**src/rtl/cvmcu_cpi_rx.sv**
```systemverilog
// Camera Parallel Interface receiver. Oversamples the camera pins in the
// ref_clk domain, assembles 8- or 16-bit pixels, buffers them in a small
// FIFO and presents them on a valid/ready stream with a start-of-frame tag.
module cvmcu_cpi_rx #(
    parameter int FIFO_DEPTH = 8,
    parameter int FCNT_W     = 16
) (
    input  logic              ref_clk_i,
    input  logic              rstn_i,
    input  logic              cam_pclk_i,
    input  logic              cam_vsync_i,
    input  logic              cam_href_i,
    input  logic [7:0]        cam_data_i,
    input  logic              en_i,
    input  logic              pix16_i,
    input  logic              clear_i,
    output logic              pix_valid_o,
    input  logic              pix_ready_i,
    output logic [15:0]       pix_data_o,
    output logic              pix_sof_o,
    output logic [FCNT_W-1:0] frame_cnt_o,
    output logic              overflow_o,
    output logic              err_o,
    output logic              busy_o
);

    localparam int AW = (FIFO_DEPTH > 1) ? $clog2(FIFO_DEPTH) : 1;
    localparam int PW = AW + 1;

    localparam logic [1:0] ST_IDLE   = 2'd0;
    localparam logic [1:0] ST_WAIT   = 2'd1;
    localparam logic [1:0] ST_ACTIVE = 2'd2;

    // Synchroniser and pclk edge detector
    logic       pclk_s1_q, pclk_s1_d, pclk_s2_q, pclk_s2_d, pclk_prev_q, pclk_prev_d;
    logic       vsync_s1_q, vsync_s1_d, vsync_s2_q, vsync_s2_d;
    logic       href_s1_q, href_s1_d, href_s2_q, href_s2_d;
    logic [7:0] data_s1_q, data_s1_d, data_s2_q, data_s2_d;
    logic       pclk_rise_q, pclk_rise_d;

    // Capture FSM and pixel assembly
    logic [1:0]  state_q, state_d;
    logic        vsync_prev_q, vsync_prev_d;
    logic        pix16_q, pix16_d;
    logic [7:0]  msb_q, msb_d;
    logic        msb_pend_q, msb_pend_d;
    logic        push_q, push_d;
    logic [15:0] push_data_q, push_data_d;
    logic        frame_start, frame_end, err_set;

    // Status
    logic              sof_pend_q, sof_pend_d;
    logic [FCNT_W-1:0] frame_cnt_q, frame_cnt_d;
    logic              overflow_q, overflow_d;
    logic              err_q, err_d;

    // FIFO: entries are {sof, data}
    logic [16:0]   mem_q [FIFO_DEPTH];
    logic [16:0]   mem_d [FIFO_DEPTH];
    logic [PW-1:0] wr_ptr_q, wr_ptr_d, rd_ptr_q, rd_ptr_d;
    logic          fifo_empty, fifo_full, pop, wr_en, drop;

    // Two-flop synchronisers; the rise strobe is registered so every
    // capture decision sees a full cycle of stable synced pins.
    always_comb begin
        pclk_s1_d   = cam_pclk_i;
        pclk_s2_d   = pclk_s1_q;
        pclk_prev_d = pclk_s2_q;
        pclk_rise_d = pclk_s2_q & ~pclk_prev_q;
        vsync_s1_d  = cam_vsync_i;
        vsync_s2_d  = vsync_s1_q;
        href_s1_d   = cam_href_i;
        href_s2_d   = href_s1_q;
        data_s1_d   = cam_data_i;
        data_s2_d   = data_s1_q;
    end

    // Frame FSM: waits for a vsync falling sample, captures bytes while href
    // is high and finishes the frame on the next vsync high sample.
    always_comb begin
        state_d      = state_q;
        vsync_prev_d = vsync_prev_q;
        pix16_d      = pix16_q;
        msb_d        = msb_q;
        msb_pend_d   = msb_pend_q;
        push_d       = 1'b0;
        push_data_d  = push_data_q;
        frame_start  = 1'b0;
        frame_end    = 1'b0;
        err_set      = 1'b0;
        if (pclk_rise_q) begin
            vsync_prev_d = vsync_s2_q;
        end
        case (state_q)
            ST_IDLE: begin
                if (en_i) begin
                    state_d = ST_WAIT;
                end
            end
            ST_WAIT: begin
                pix16_d = pix16_i;
                if (!en_i) begin
                    state_d = ST_IDLE;
                end else if (pclk_rise_q && !vsync_s2_q && vsync_prev_q) begin
                    state_d     = ST_ACTIVE;
                    frame_start = 1'b1;
                    msb_pend_d  = 1'b0;
                end
            end
            ST_ACTIVE: begin
                if (pclk_rise_q) begin
                    if (!href_s2_q && msb_pend_q) begin
                        err_set    = 1'b1;
                        msb_pend_d = 1'b0;
                    end
                    if (vsync_s2_q) begin
                        frame_end  = 1'b1;
                        msb_pend_d = 1'b0;
                        state_d    = en_i ? ST_WAIT : ST_IDLE;
                    end else if (href_s2_q) begin
                        if (!pix16_q) begin
                            push_d      = 1'b1;
                            push_data_d = {8'h00, data_s2_q};
                        end else if (!msb_pend_q) begin
                            msb_d      = data_s2_q;
                            msb_pend_d = 1'b1;
                        end else begin
                            push_d      = 1'b1;
                            push_data_d = {msb_q, data_s2_q};
                            msb_pend_d  = 1'b0;
                        end
                    end
                end
            end
            default: state_d = ST_IDLE;
        endcase
    end

    // Pixel FIFO; a push into a full FIFO survives only if the head pops.
    always_comb begin
        fifo_empty = (wr_ptr_q == rd_ptr_q);
        fifo_full  = (wr_ptr_q[AW] != rd_ptr_q[AW]) &&
                     (wr_ptr_q[AW-1:0] == rd_ptr_q[AW-1:0]);
        pop        = !fifo_empty && pix_ready_i;
        wr_en      = push_q && (!fifo_full || pop);
        drop       = push_q && fifo_full && !pop;
        mem_d      = mem_q;
        wr_ptr_d   = wr_ptr_q;
        rd_ptr_d   = rd_ptr_q;
        if (wr_en) begin
            mem_d[wr_ptr_q[AW-1:0]] = {sof_pend_q, push_data_q};
            wr_ptr_d                = wr_ptr_q + PW'(1);
        end
        if (pop) begin
            rd_ptr_d = rd_ptr_q + PW'(1);
        end
    end

    // Sticky flags, frame counter and sof tracking; clear beats any set.
    always_comb begin
        sof_pend_d  = sof_pend_q;
        frame_cnt_d = frame_cnt_q;
        overflow_d  = overflow_q | drop;
        err_d       = err_q | err_set;
        if (wr_en && sof_pend_q) begin
            sof_pend_d = 1'b0;
        end
        if (frame_start) begin
            sof_pend_d = 1'b1;
        end
        if (frame_end) begin
            frame_cnt_d = frame_cnt_q + FCNT_W'(1);
        end
        if (clear_i) begin
            frame_cnt_d = '0;
            overflow_d  = 1'b0;
            err_d       = 1'b0;
        end
    end

    // State registers
    always_ff @(posedge ref_clk_i or negedge rstn_i) begin
        if (!rstn_i) begin
            pclk_s1_q    <= 1'b0;
            pclk_s2_q    <= 1'b0;
            pclk_prev_q  <= 1'b0;
            pclk_rise_q  <= 1'b0;
            vsync_s1_q   <= 1'b0;
            vsync_s2_q   <= 1'b0;
            href_s1_q    <= 1'b0;
            href_s2_q    <= 1'b0;
            data_s1_q    <= '0;
            data_s2_q    <= '0;
            state_q      <= ST_IDLE;
            vsync_prev_q <= 1'b0;
            pix16_q      <= 1'b0;
            msb_q        <= '0;
            msb_pend_q   <= 1'b0;
            push_q       <= 1'b0;
            push_data_q  <= '0;
            sof_pend_q   <= 1'b0;
            frame_cnt_q  <= '0;
            overflow_q   <= 1'b0;
            err_q        <= 1'b0;
            wr_ptr_q     <= '0;
            rd_ptr_q     <= '0;
            for (int i = 0; i < FIFO_DEPTH; i++) begin
                mem_q[i] <= '0;
            end
        end else begin
            pclk_s1_q    <= pclk_s1_d;
            pclk_s2_q    <= pclk_s2_d;
            pclk_prev_q  <= pclk_prev_d;
            pclk_rise_q  <= pclk_rise_d;
            vsync_s1_q   <= vsync_s1_d;
            vsync_s2_q   <= vsync_s2_d;
            href_s1_q    <= href_s1_d;
            href_s2_q    <= href_s2_d;
            data_s1_q    <= data_s1_d;
            data_s2_q    <= data_s2_d;
            state_q      <= state_d;
            vsync_prev_q <= vsync_prev_d;
            pix16_q      <= pix16_d;
            msb_q        <= msb_d;
            msb_pend_q   <= msb_pend_d;
            push_q       <= push_d;
            push_data_q  <= push_data_d;
            sof_pend_q   <= sof_pend_d;
            frame_cnt_q  <= frame_cnt_d;
            overflow_q   <= overflow_d;
            err_q        <= err_d;
            wr_ptr_q     <= wr_ptr_d;
            rd_ptr_q     <= rd_ptr_d;
            mem_q        <= mem_d;
        end
    end

    assign pix_valid_o              = !fifo_empty;
    assign {pix_sof_o, pix_data_o}  = mem_q[rd_ptr_q[AW-1:0]];
    assign frame_cnt_o              = frame_cnt_q;
    assign overflow_o               = overflow_q;
    assign err_o                    = err_q;
    assign busy_o                   = (state_q == ST_ACTIVE);

endmodule
```
**config.mk**
```make
export PLATFORM = sky130hd
export DESIGN_NAME = cvmcu_cpi_rx
export DESIGN_NICKNAME = d
export VERILOG_FILES = /design/src/rtl/cvmcu_cpi_rx.sv
export SDC_FILE = /design/constraint.sdc
export NUM_CORES = 1
export LEC_CHECK = 0
export ABC_AREA = 1
export BUFFER_PORTS_ARGS = -buffer_cell sky130_fd_sc_hd__buf_4
export CAP_MARGIN = 15
export CORE_MARGIN = 1
export CORE_UTILIZATION = 44
export CTS_CLUSTER_DIAMETER = 80
export CTS_CLUSTER_SIZE = 14
export DETAILED_ROUTE_END_ITERATION = 8
export GPL_ROUTABILITY_DRIVEN = 0
export PLACE_DENSITY = 0.69
export SYNTH_ARGS = -nofsm -noshare
export SYNTH_HDL_FRONTEND = slang
export SYNTH_SLANG_ARGS = --single-unit
```
**constraint.sdc**
```tcl
create_clock -name ref_clk_i -period 3.4 [get_ports ref_clk_i]
set_input_delay 0.68 -clock ref_clk_i [delete_from_list [all_inputs] [get_ports ref_clk_i]]
set_output_delay 0.68 -clock ref_clk_i [all_outputs]
set_load 0.05 [all_outputs]
```
* Word-level counts from Yosys, hierarchy flattened
Index checks and enable logic that the tools add are counted.
** Storage, ports and cells
- Flip-flop bits (word level) :: 217
- Bits of input ports :: 17
- Output and inout bits :: 37
- Word-level logic and storage cells :: 126
** Cells by class
- Add/sub/neg operators :: 3
- Order comparisons :: 3
- Equality and inequality tests :: 12
- Multiplexer cells :: 45
- Bitwise operators :: 8
- Reduce and logical (&&, ||, !) cells :: 24
** Operator list (number)
- bitwise mux 136 bit :: 1
- 2-to-1 mux 16 bit :: 4
- binary-select mux 17 bit (select 3 bit) :: 1
- demux 17 bit (select 3 bit) :: 1
- 2-to-1 mux 17 bit :: 3
- 2-to-1 mux 1 bit :: 28
- adder 16 x 1 -> 16 bit (second input constant) :: 1
- logical AND 1 bit :: 10
- 2-to-1 mux 2 bit :: 5
- adder 4 x 1 -> 4 bit (second input constant) :: 2
- >= comparator 4 bit (second input constant) :: 2
- inverter 3 -> 4 bit :: 2
- AND reduction 4 bit :: 2
- != test 2 x 1 -> 1 bit (second input constant) :: 3
- != test 2 bit (second input constant) :: 3
- case mux 2 bit (3 select lines) :: 1
- AND reduction 6 bit :: 1
- nonzero test 2 bit :: 3
- logical NOT 1 bit :: 5
- AND reduction 5 bit :: 1
- equality test 4 bit :: 1
- < comparator 4 x 1 -> 1 bit (second input constant) :: 1
- equality test 3 bit :: 1
- != test 3 bit (second input constant) :: 1
- 9 further kinds :: 12

* Longest topological paths before layout
- Word-level depth :: 8
- Gate-level depth with buffers :: 11
- Depth with buffers taken out :: 9

* Worst setup path after synthesis
OpenSTA, ideal clock, no wires.
- Path type :: register -> output
- Start :: register rd_ptr_q[0]
- End :: output port pix_data_o[10]
- Arrival :: 1.632 ns
- Required time :: 2.720 ns
- Slack :: 1.088 ns
- Stages on the path, launching flop included :: 9
- Buffers on the path :: 3
- Cells stage by stage :: dfrtp_1 > buf_4 > inv_2 > clkbuf_1 > buf_2 > nor2_1 > o22ai_1 > nand2_1 > nand2_1
** Between the ends
- Longest elaborated chain between the ends :: 4
** RTL lines
- start: declaration :: RTL line 60 : logic [PW-1:0] wr_ptr_q, wr_ptr_d, rd_ptr_q, rd_ptr_d;
- start signal: assignment :: RTL line 233 : rd_ptr_q <= rd_ptr_d;
- inverter 3 -> 4 bit (not written as such) :: RTL line 239 : assign {pix_sof_o, pix_data_o} = mem_q[rd_ptr_q[AW-1:0]];
- binary-select mux 17 bit (select 3 bit) :: RTL line 239
- 2-to-1 mux 17 bit (not written as such) (2 in a row) :: RTL line 239
- end: declaration :: RTL line 19 : output logic [15:0] pix_data_o,
Every way passes these cells. The select of a mux whose other input is x is not followed.

* Final worst setup path
- Start :: register rd_ptr_q[1]
- End :: output port pix_data_o[0]
The elaborated chain is that of the path after synthesis.

==> out/qor.csv <==
stage,metric,value,unit
status,status,"finished, final reports clean",
clocking,cts.sinks,217,
floorplanning,start_util,0.452,
synth,syn_avg_cell_area,8.40,µm²
route,vias,8627,
critical_path,worst-path-max-fanout,37,
critical_path,startpoint_type,register,
power_and_ir_drop,combPwrFrac,0.364,
critical_path,worst-setup-path-type,register to primary output,
route,postRouteAntennaNets,0,
sta,min_period_over_period,0.836,
critical_path,crit_path_top_delay_cell,buf_4,
sta,slew_headroom,0.554,
sta,fin_ws,0.558,ns
sta,fin_skew,0.0201,ns
floorplanning,die_y,155,µm
power_and_ir_drop,leakage,5.76,nW
critical_path,crit_chain,"buf_4, o21ai_0, o22ai_1, nand2_1, nand2_1, buf_4",
sta,tightestPinTransition,0.668,ns
sta,slew_violations,0,
sta,max_freq,352,MHz
placed_design,dp_slack,1.04,ns
synth,synth-edff-count,0,
route,post_drt_wl_per_cell,17.6,µm
sta,setup_tns,0,ns
floorplanning,rows,55,
synth,synth_area_leaders,"dfrtp_1 53%, nand2_1 14%, nand4_1 8.4%",
clocking,cts-resized-gates,0,
grt,grt_max_degree,110,
route,first_iter_violations,770,
grt,grt.total_usage,0.234,
floorplanning,ioPinCount,54,
synth,synthesis.area,10300,µm²
clocking,post_cts_buffers,0,
synth,synth_ff_type,dfrtp_1,
placed_design,post-dp-hpwl,16100,µm
power_and_ir_drop,p_sw,3.06,mW
synth,yosysSeqAreaShare,0.526,
route,wl,27200,µm
synth,synthDistinctLibCells,34,
critical_path,required,2.72,ns
layout,fin_nets,1253,
floorplanning,core_area,22800,µm²
synth,synth_cells,1229,
layout,n_antenna_cell,0,
synth,ys_seq_elements,217,
clocking,h-tree-depth,1,
grt,antenna_found_initial,0,
synth,synth_fp_nets,1249,
synth,synth_area_leader_cell,dfrtp_1,
floorplanning,die_w,155,µm
placed_design,io_buffers,53,
grt,grt_pass1_wl,44700,µm
power_and_ir_drop,seqPwrFrac,0.374,
grt,grt_overflow,0,
sta,rsz0062_at_grt,false,
clocking,tritoncts,done,
power_and_ir_drop,p_int,4.54,mW
clocking,cts_max_path_buffers,3,
synth,yosysWarnings,0,
clocking,cts_inserted_buffers,19,
sta,finalCriticalPeriod,2.84,ns
route,routed_via_density,5.57,
synth,synth_top_cell_area_share,0.526,
worst_hold_path,hold_path.class,input pin to asynchronous set/reset pin,
clocking,hold_buffers,0,
grt,grt_pass1_vias,8231,
clocking,path_clk_slew,0.07,ns
critical_path,arrival,2.16,ns
clocking,root_buffer,clkbuf_16,
layout,areaGrowthSynthToFinish,10.4,%
layout,layout-drive-gt1-share,0.146,
clocking,clk_latency,0.49,ns
power_and_ir_drop,power.density,667,nW/µm²
sta,hold_viol,0,
sta,setup_viol,0,
critical_path,endpoint_kind,primary output,
synth,ys_async_sr_fraction,1.00,
power_and_ir_drop,swShare,0.403,
critical_path,slowest_delay,0.41,ns
floorplanning,die_area,24100,µm²
route,drc,0,
run,maxCapViolCount,0,
power_and_ir_drop,clkPwrFrac,0.262,
route,firstDrtPassIters,5,
power_and_ir_drop,ir_drop,479,µV
==> layout by cell type, fill, tap and decap left out, drive strengths merged <==
| cell | instances |
|---|---|
| nand4 | 140 |
| o211ai | 2 |
| inv | 43 |
| clkinv | 1 |
| o21bai | 1 |
| nand2 | 430 |
| o22ai | 34 |
| nor2 | 116 |
| a21oi | 10 |
| nor3 | 7 |
| clkbuf | 21 |
| dfrtp | 217 |
| xnor2 | 1 |
| nand3 | 29 |
| bufinv | 1 |
| a31o | 1 |
| o21ai | 94 |
| xor2 | 3 |
| ha | 3 |
| buf | 80 |
| a211oi | 1 |
==> power groups by stage <==
| stage | Clock, mW | Combinational, mW | Sequential, mW |
|---|---|---|---|
| CTS | 2.03 | 2.76 | 2.83 |
| detailed placement | 0 | 2.75 | 2.88 |
| floorplan | 0 | 2.00 | 2.77 |
| global route | 2.13 | 3.00 | 2.85 |
| global placement | 0 | 2.74 | 2.88 |
| finish | 1.99 | 2.77 | 2.84 |
==> logic make-up after synthesis <==
kind of cell               count (synthesis)  share of synthesized area
AOI/OAI and AO/OA                        143                     0.0770
xor gates and xnor gates                   4                    0.00339
adders and majority gates                  3                    0.00364
and+or+nand+nor                          722                      0.326
DFF                                      217                      0.526
buffers and inverters                    140                     0.0638
==> stage by stage <==
stage / util / cell area, µm² / hold WS, ns / instances / power [mW]
2_1_floorplan: - / 10300 / 0.331 / 1229 / 4.76
3_3_place_gp: 0.476 / 10900 / 0.331 / 1525 / 5.62
3_5_place_dp: 0.476 / 10900 / 0.335 / 1525 / 5.63
4_1_cts: 0.499 / 11400 / 0.211 / 1548 / 7.61
5_1_grt: 0.499 / 11400 / 0.233 / 1548 / 7.98
6_report: 0.499 / 11400 / 0.169 / 1548 / 7.60
==> routing by layer <==
layer	part of all wire	up-vias	GRT usage
met5	0	-	0
met4	0.026	0	0.0693
met3	0.077	52	0.0409
met2	0.45	313	0.361
met1	0.45	4156	0.337
li1	-	4106	-
==> layout make-up <==
type,count,area [µm²]
Timing Repair Buffer,80,646
Inverter,43,166
Clock inverter,2,35.0
Fill cell,2187,11500
Clock buffer,21,483
Tap cell,313,392
Sequential cell,217,5440
Multi-Input combinational cell,872,4230
==> registers in the layout, summed over array words and instances, names as in the netlist, 2 cells and up <==
name and count:
mem_q 136, frame_cnt_o 16, push_data_q 16, data_s1_q 8, data_s2_q 8, msb_q 8, rd_ptr_q 4, wr_ptr_q 4
state_q 2
==> critical path: cells and delay by family (launching register included) <==
family	cells	cell delay [ns]
AOI/OAI and AO/OA	2	0.42
buffers and inverters	2	0.63
and+or+nand+nor	2	0.21
DFF	1	0.39
==> final timing paths <==
check                      cells past startpoint       endpoint           from  slack [ns]
max                                            6  pix_data_o[0]    rd_ptr_q[1]        0.56
min                                            1     mem_q[123]         rstn_i        0.17
max reg2reg                                    9      mem_q[87]    rd_ptr_q[1]        0.98
min reg2reg                                    0   data_s2_q[7]   data_s1_q[7]        0.35
max in group asynchronous                      2      mem_q[79]         rstn_i        2.42
min in group ref_clk_i                         1   data_s1_q[5]  cam_data_i[5]        0.30
==> Yosys cell counts, types with 2 or more instances <==
master and count:
nand2_1 388, dfrtp_1 217, nand4_1 139, nor2_1 105, o21ai_0 86, clkbuf_1 44
nand2_2 42, inv_1 36, o22ai_1 34, buf_2 21, nand3_1 21, buf_1 19
a21oi_1 10, nor2_2 9, nand3_4 7, nor3_1 6, o21ai_2 6, buf_8 5
inv_2 5, buf_4 4, buf_6 4, ha_1 3, xor2_1 3, inv_4 2
nor2_4 2, o211ai_1 2, o21ai_1 2
Power figures use the tool's default switching activity.
